===== src/rtl/ser_pkg.sv =====
// Shared types and helpers for the serial-frame sequencer and its arbiter.
package ser_pkg;

  typedef enum logic [1:0] {
    IDLE,
    LOAD,
    SHIFT,
    GAP
  } state_t;

  localparam int unsigned GAP_CNT_W = 4;
  localparam int unsigned MAX_REQ   = 8;

  // One-hot grant to the first valid requester at or after ptr, wrapping at n.
  function automatic logic [MAX_REQ-1:0] rr_pick(
    input logic [MAX_REQ-1:0] valid,
    input logic [2:0]         ptr,
    input int unsigned        n
  );
    logic [MAX_REQ-1:0] grant;
    logic               found;
    logic [2:0]         idx;
    grant = '0;
    found = 1'b0;
    for (int unsigned i = 0; i < MAX_REQ; i++) begin
      idx = 3'((32'(ptr) + i) % n);
      if (!found && (i < n) && valid[idx]) begin
        grant[idx] = 1'b1;
        found      = 1'b1;
      end
    end
    return grant;
  endfunction

endpackage


===== src/rtl/ser_frame_ctrl_rr_arbiter.sv =====
// Round-robin grant logic; the pointer advances past each requester that is served.
module rr_arbiter
  import ser_pkg::*;
#(
  parameter int unsigned NUM_REQ = 4,
  localparam int unsigned ID_W   = $clog2(NUM_REQ)
) (
  input  logic               serclk,
  input  logic               reset,
  input  logic               grant_en,
  input  logic [NUM_REQ-1:0] req_valid,
  output logic [NUM_REQ-1:0] grant,
  output logic [ID_W-1:0]    grant_id
);

  logic [ID_W-1:0]    rr_ptr;
  logic [MAX_REQ-1:0] pick;

  always_comb begin
    pick  = rr_pick(MAX_REQ'(req_valid), 3'(rr_ptr), NUM_REQ);
    grant = grant_en ? pick[NUM_REQ-1:0] : '0;
  end

  always_comb begin
    grant_id = '0;
    for (int unsigned i = 0; i < NUM_REQ; i++) begin
      if (grant[i]) grant_id = ID_W'(i);
    end
  end

  always_ff @(posedge serclk) begin
    if (reset) begin
      rr_ptr <= '0;
    end else if (|grant) begin
      rr_ptr <= (grant_id == ID_W'(NUM_REQ - 1)) ? '0 : grant_id + ID_W'(1);
    end
  end

endmodule


===== src/rtl/ser_frame_ctrl.sv =====
// Frame sequencer: grants one requester, loads the shift register, counts bit
// times and the inter-frame gap, and emits frame-sync / frame-done strobes.
module ser_frame_ctrl
  import ser_pkg::*;
#(
  parameter int unsigned NUM_REQ    = 4,
  parameter int unsigned WORD_W     = 8,
  parameter int unsigned GAP_CYCLES = 2,
  localparam int unsigned ID_W      = $clog2(NUM_REQ)
) (
  input  logic                      serclk,
  input  logic                      reset,
  input  logic                      enable,
  input  logic [NUM_REQ-1:0]        req_valid,
  input  logic [NUM_REQ*WORD_W-1:0] req_data,
  output logic [NUM_REQ-1:0]        req_ready,
  output logic [WORD_W-1:0]         par_data_out,
  output logic                      par_load_out_n,
  output logic                      frame_sync,
  output logic [ID_W-1:0]           cur_id,
  output logic                      busy,
  output logic                      frame_done
);

  localparam int unsigned BC_W = $clog2(WORD_W + 1);
  localparam logic [BC_W-1:0] LAST_BIT = BC_W'(WORD_W - 1);
  localparam logic [GAP_CNT_W-1:0] LAST_GAP =
    GAP_CNT_W'((GAP_CYCLES == 0) ? 0 : GAP_CYCLES - 1);

  state_t                 state, state_nxt;
  logic [BC_W-1:0]        bit_cnt, bit_cnt_nxt;
  logic [GAP_CNT_W-1:0]   gap_cnt, gap_cnt_nxt;
  logic [WORD_W-1:0]      hold_reg;
  logic [WORD_W-1:0]      word_sel;
  logic [ID_W-1:0]        grant_id;
  logic                   grant_en;

  assign grant_en = enable && (state == IDLE);

  rr_arbiter #(
    .NUM_REQ (NUM_REQ)
  ) u_arb (
    .serclk    (serclk),
    .reset     (reset),
    .grant_en  (grant_en),
    .req_valid (req_valid),
    .grant     (req_ready),
    .grant_id  (grant_id)
  );

  always_comb begin
    word_sel = '0;
    for (int unsigned i = 0; i < NUM_REQ; i++) begin
      if (req_ready[i]) word_sel = req_data[i*WORD_W +: WORD_W];
    end
  end

  always_comb begin
    state_nxt   = state;
    bit_cnt_nxt = bit_cnt;
    gap_cnt_nxt = gap_cnt;
    unique case (state)
      IDLE: begin
        if (|req_ready) state_nxt = LOAD;
      end
      LOAD: begin
        state_nxt   = SHIFT;
        bit_cnt_nxt = '0;
      end
      SHIFT: begin
        bit_cnt_nxt = bit_cnt + BC_W'(1);
        if (bit_cnt == LAST_BIT) begin
          state_nxt   = (GAP_CYCLES == 0) ? IDLE : GAP;
          gap_cnt_nxt = '0;
        end
      end
      GAP: begin
        if (gap_cnt == LAST_GAP) state_nxt = IDLE;
        else                     gap_cnt_nxt = gap_cnt + GAP_CNT_W'(1);
      end
      default: state_nxt = IDLE;
    endcase
  end

  // Strobes are registered from the next-state view so they line up with the state they describe.
  always_ff @(posedge serclk) begin
    if (reset) begin
      state          <= IDLE;
      bit_cnt        <= '0;
      gap_cnt        <= '0;
      hold_reg       <= '0;
      cur_id         <= '0;
      par_load_out_n <= 1'b1;
      frame_sync     <= 1'b0;
      busy           <= 1'b0;
      frame_done     <= 1'b0;
    end else begin
      state          <= state_nxt;
      bit_cnt        <= bit_cnt_nxt;
      gap_cnt        <= gap_cnt_nxt;
      par_load_out_n <= (state_nxt != LOAD);
      frame_sync     <= (state_nxt == SHIFT) && (bit_cnt_nxt == '0);
      frame_done     <= (state_nxt == SHIFT) && (bit_cnt_nxt == LAST_BIT);
      busy           <= (state_nxt != IDLE);
      if (|req_ready) begin
        hold_reg <= word_sel;
        cur_id   <= grant_id;
      end
    end
  end

  assign par_data_out = hold_reg;

endmodule


===== config.mk =====
export PLATFORM = sky130hd
export DESIGN_NAME = ser_frame_ctrl
export DESIGN_NICKNAME = d
export VERILOG_FILES = /design/src/rtl/ser_pkg.sv /design/src/rtl/ser_frame_ctrl_rr_arbiter.sv /design/src/rtl/ser_frame_ctrl.sv
export SDC_FILE = /design/constraint.sdc
export NUM_CORES = 1
export LEC_CHECK = 0
export BUFFER_PORTS_ARGS = -buffer_cell sky130_fd_sc_hd__buf_2
export CAP_MARGIN = 20
export CORE_ASPECT_RATIO = 0.6
export CORE_UTILIZATION = 40
export CTS_CLUSTER_DIAMETER = 40
export CTS_CLUSTER_SIZE = 28
export DETAILED_ROUTE_END_ITERATION = 10
export PLACE_DENSITY_LB_ADDON = 0.12
export SETUP_SLACK_MARGIN = 0.1
export SYNTH_ARGS = -nofsm -noshare
export SYNTH_HDL_FRONTEND = slang
export SYNTH_SLANG_ARGS = --single-unit

===== constraint.sdc =====
create_clock -name serclk -period 2.85 [get_ports serclk]
set_input_delay 0.57 -clock serclk [delete_from_list [all_inputs] [get_ports serclk]]
set_output_delay 0.57 -clock serclk [all_outputs]
set_load 0.05 [all_outputs]

After elaboration in Yosys (flattened, before gate mapping)
Index checks and enable logic that the tools add are counted.
{ "totals": {"elab_cells": 97, "register_bits": 26, "inputBits": 39, "out_inout_bits": 18} }
{ "op_classes": {"eq_ne": 11, "bitwise": 3, "addsub": 6, "order_cmp": 8, "mux": 40, "reduce_logical": 19} }
{ "ops": {"columns": ["cell", "n"], "rows": [
  ["2-to-1 mux 8 bit", 4],
  ["2-to-1 mux 4 bit", 7],
  ["< comparator 2 x 4 -> 1 bit (second input constant)", 4],
  ["case mux 4 bit (2 select lines)", 2],
  ["2-to-1 mux 1 bit", 12],
  ["2-to-1 mux 2 bit", 6],
  ["bitwise OR 4 bit", 3],
  ["logical AND 1 bit", 10],
  ["adder 4 x 1 -> 4 bit (second input constant)", 2],
  ["binary-select mux 1 bit (select 2 bit)", 4],
  ["demux 1 bit (select 2 bit)", 4],
  ["== test 2 bit (second input constant)", 4],
  ["== test 4 x 3 -> 1 bit (second input constant)", 2],
  [">= comparator 2 x 1 -> 1 bit (second input constant)", 4],
  ["case mux 2 bit (4 select lines)", 1],
  ["adder 2 x 1 -> 2 bit (second input constant)", 2],
  ["adder 2 bit (second input constant)", 2],
  ["== test 4 x 1 -> 1 bit (second input constant)", 1],
  ["zero test 4 bit", 1],
  ["!= test 2 bit (second input constant)", 2],
  ["nonzero test 2 bit", 2],
  ["OR reduction 4 bit", 1],
  ["zero test 1 bit", 3],
  ["AND reduction 3 bit", 1],
  ["3 further kinds", 3]
]} }

Logic depth before layout (Yosys ltp)
{ "logic_depth": {"depth_word": 18, "ltp_mapped": 12, "mapped_depth_nobuf": 11} }

Cells and area by module
From an unflattened synthesis, not the netlist that was laid out.
{ "unflattened": {"cells_unflattened": 220, "area_unflattened_um2": 1885.6} }
{ "by_module_without_submodules": {"columns": ["mod", "instances", "cells_per_inst", "area_each_um2"], "rows": [
  ["ser_frame_ctrl", 1, 172, 1418.9],
  ["rr_arbiter", 1, 48, 466.7]
]} }

Least setup slack after synthesis
Ideal clock, no wire load.
{ "synth_path": {"path_type": "register to output", "startpoint": "reg u_arb.rr_ptr[0]", "endpoint": "out req_ready[1]", "setup_slack_ps": -552, "stages_incl_launch_ff": 9, "n_path_buf": 0, "arrival_time_ps": 2832, "cell_sequence": "dfxtp_1 inv_1 ha_1 or3b_1 a2111oi_1 nor2_1 o2111ai_1 nand2_1 inv_1"} }
{ "synth_via": {"elab_chain_len": 13, "elab_cells_between_ends": 48, "cone_classes": "3 x add/sub; 8 x order compare; 24 x mux; 3 x bitwise; 10 x reduce/logical"} }
{ "synth_lines": {"columns": ["item", "line", "text"], "rows": [
  ["from (decl)", "ser_frame_ctrl_rr_arbiter.sv:16", "logic [ID_W-1:0] rr_ptr;"],
  ["from (signal assigned)", "ser_frame_ctrl_rr_arbiter.sv:35", "rr_ptr <= (grant_id == ID_W'(NUM_REQ - 1)) ? '0 : grant_id + ID_W'(1);"],
  ["branches (longest 11 deep; another with < comparator 2 x 4 -> 1 bit)", null, null],
  ["2-to-1 mux 4 bit (*)", "ser_pkg.sv:27", "if (!found && (i < n) && valid[idx]) begin"],
  ["2-to-1 mux 4 bit (*)", "ser_frame_ctrl_rr_arbiter.sv:21", "grant = grant_en ? pick[NUM_REQ-1:0] : '0;"],
  ["to (decl)", "ser_frame_ctrl.sv:16", "output logic [NUM_REQ-1:0] req_ready,"]
]} }
Every way passes the cells marked *. The select of a mux whose other input is x is not followed.

Worst setup path in the final report
{ "layout_path": {"startpoint": "reg u_arb.rr_ptr[1]", "endpoint": "out req_ready[2]"} }
The elaborated chain is that of the path after synthesis.

==> qor.yml <==
run_status:
  status: "finished, violations left"
  failed_checks: "setup timing"
floorplanning:
  die_height_um: 54.85
  rows: 18
  initial_utilization: 0.4351
  die_area_mm2: 0.004940
  core_area_mm2: 0.004279
  die_w_um: 90.08
  io_pins: 57
sta:
  final-hold-violation-count: 0
  clock_skew_ps: 2.203
  post-route-min-period_ps: 2975
  setup_ws_ps: -124.8
  fin_setup_tns_ps: -294.4
  slew_headroom: 0.6948
  rsz0062_at_grt: "yes"
  finalSetupViolCount: 6
  fin_crit_sh: 1.044
  whs_ps: 517.2
  slew_violations: 0
  tightest_slew_ps: 457.3
  fmax_mhz: 336.2
critical_path:
  cp.required_ps: 2280
  endpoint_kind: "output port"
  critPathArrivalTime_ps: 2400
  ff2ff_path_depth: 14
  r2r-end: "par_data_out[6]$_SDFFE_PP0P_"
  crit_chain: "inv_2 -> ha_4 -> or3b_4 -> a2111oi_4 -> buf_4 -> nor2_4 -> o2111ai_2 -> nand2_2 -> clkinvlp_4 -> buf_8"
  slowest_delay_ps: 380
  rr_startpoint: "u_arb.rr_ptr[1]$_SDFFE_PP0P_"
  startpoint_type: "flop"
  r2r_slack_ps: -20
  cp_max_fo: 4
  crit_type: "flop to output port"
  critPathSlowestCell: "or3b_4"
  crit_buf_inv: 4
  cp_top_family: "simple AND/OR/NAND/NOR gates"
synthesis:
  ys_ff_latch: 26
  synth_top_area_cell: "dfxtp_1"
  syn_nets: 280
  yosysSeqAreaShare: 0.2796
  yosysMostFrequentCell: "dfxtp_1"
  synth_edf_count: 0
  synth_top_area_frac: 0.2796
  syn_inst: 227
  yosysWarnings: 0
  ys_top_cells_by_area: "dfxtp_1, ha_1, o21ai_0, nor2_1, inv_1"
  synth_top_flop_cell: "dfxtp_1"
  ys_async_sr_fraction: 0
  yosys-top-cells-count: "dfxtp_1, o21ai_0, nor2_1"
  syn_area_per_cell_um2: 8.202
  synthDistinctLibCells: 55
  synth_area_mm2: 0.001862
clock_tree:
  numCtsBuffers: 3
  h-tree-depth: 1
  root_buffer: "clkbuf_8"
  cts_tree: "built"
  clkTransAtPathRegs_ps: 90
  cts_sinks: 26
  insertion_delay_ps: 270
  clockBufferDepth: 2
  cts_hold_buf: 0
global_routing:
  grt_pass1_vias: 1741
  grt_max_degree: 17
  antenna_found_initial: 0
  grt_pass1_wl_um: 8521
  overflow: 0
  track_usage: 0.2250
placed_design:
  placed_cells: 360
  pre_cts_slack_ps: -156.6
  hpwl_um: 4155
  gp_congestion: 0.9801
  portBuffers: 56
layout:
  finalNetCount: 368
  fill_cells: 366
  insertedDiodeCount: 0
  fin_cells: 374
  seqCellArea_um2: 525.5
  drive_gt1_frac: 0.4299
  area_delta_synth_final_pct: 46.30
  multi_input_area_mm2: 0.001373
detailed_routing:
  drt_iter0_drc: 87
  drc: 0
  via_count: 2048
  wl_per_cell_um: 14.68
  firstDrtPassIters: 4
  viasPerCell: 5.476
  wirelength_um: 5489
  antenna_left: 0
power:
  p_leak_nw: 1.144
  power_density_mw_per_mm2: 824.8
  report.power.total_mw: 2.247
  ir_drop_mv: 0.4024
min_path:
  holdCritPathClass: "flop to flop"
  hold_depth: 2
  hold_path_end: "cur_id[1]$_SDFFE_PP0P_"
  min_from: "cur_id[1]$_SDFFE_PP0P_"
job:
  maxCapViolCount: 0
flip-flops by register name, indices dropped and copies added, names as in the netlist:
signal          count
u_arb.rr_ptr        2
frame_done          1
gap_cnt             4
cur_id              2
par_load_out_n      1
state               2
frame_sync          1
busy                1
bit_cnt             4
par_data_out        8
per-stage QoR:
step                utilization  cell area (um^2)
floorplan                     -              1944
global placement         0.5740              2456
detailed placement       0.5740              2456
CTS                      0.6161              2636
global route             0.6366              2724
finish                   0.6366              2724
layout by cell type, fill, tap and decap left out, types with 6 or more instances in the layout:
cell type,instances
inv_1,12
buf_2,52
a31oi_1,8
nor2b_1,6
nor2_1,16
o21ai_1,6
a22oi_1,7
nand3_1,9
nand2_1,13
a21oi_1,8
o21ai_0,14
buf_4,33
dfxtp_1,24
ha_1,13
worst reg2reg max path, delay by kind of cell, from the launching register on:
family	cells	cell delay [ps]
flops	1	340
fa+ha+maj	1	240
compound gates	5	1110
buf+inv	5	600
simple gates	3	480
per-layer routing:
metal	GRT usage	vias to the layer above	part of all wire
li1	-	1021	-
met1	0.3377	933	0.52
met2	0.3372	90	0.39
met3	0.04722	4	0.085
met4	0.02419	0	0.0026
met5	0	-	0
repair_timing:
action | CTS | global route
setup endpoints to repair | 16 | 19
setup buffers | 7 | 3
gates cloned | 0 | 0
pin swaps | 11 | 7
resized for setup | 24 | 15
final cells by class:
cell class / instances / share of cell area
flip-flops and latches: 26 / 0.1929
clock buffers: 4 / 0.02021
repair buffers: 92 / 0.2242
multi-input cells: 174 / 0.5039
inverters: 18 / 0.03124
well taps: 60 / 0.02756
report_power, final:
group	switching, mW	total [mW]	leakage, nW	internal (mW)
logic	0.883	1.51	0.902	0.626
registers	0.0524	0.494	0.213	0.442
clock network	0.120	0.243	0.0288	0.124
cells by family after synthesis:
family | share of synthesized area
simple gates | 0.2298
compound gates | 0.2776
buf+inv | 0.06384
flops | 0.2796
fa+ha+maj | 0.09409
mux | 0.04099
xor+xnor | 0.01412
worst max path at each step:
stage,slack (ps),cells past startpoint,from,end
5_1_grt,-210,11,u_arb.rr_ptr[0]$_SDFFE_PP0P_,req_ready[2]
2_1_floorplan,80,8,u_arb.rr_ptr[0]$_SDFFE_PP0P_,req_ready[2]
6_report,-120,10,u_arb.rr_ptr[1]$_SDFFE_PP0P_,req_ready[2]
3_3_place_gp,-130,10,req_valid[2],par_data_out[2]$_SDFFE_PP0P_
3_5_place_dp,-160,10,req_valid[1],par_data_out[3]$_SDFFE_PP0P_
4_1_cts,-140,10,u_arb.rr_ptr[1]$_SDFFE_PP0P_,req_ready[1]
No activity file was read; power rests on OpenSTA's default activity.
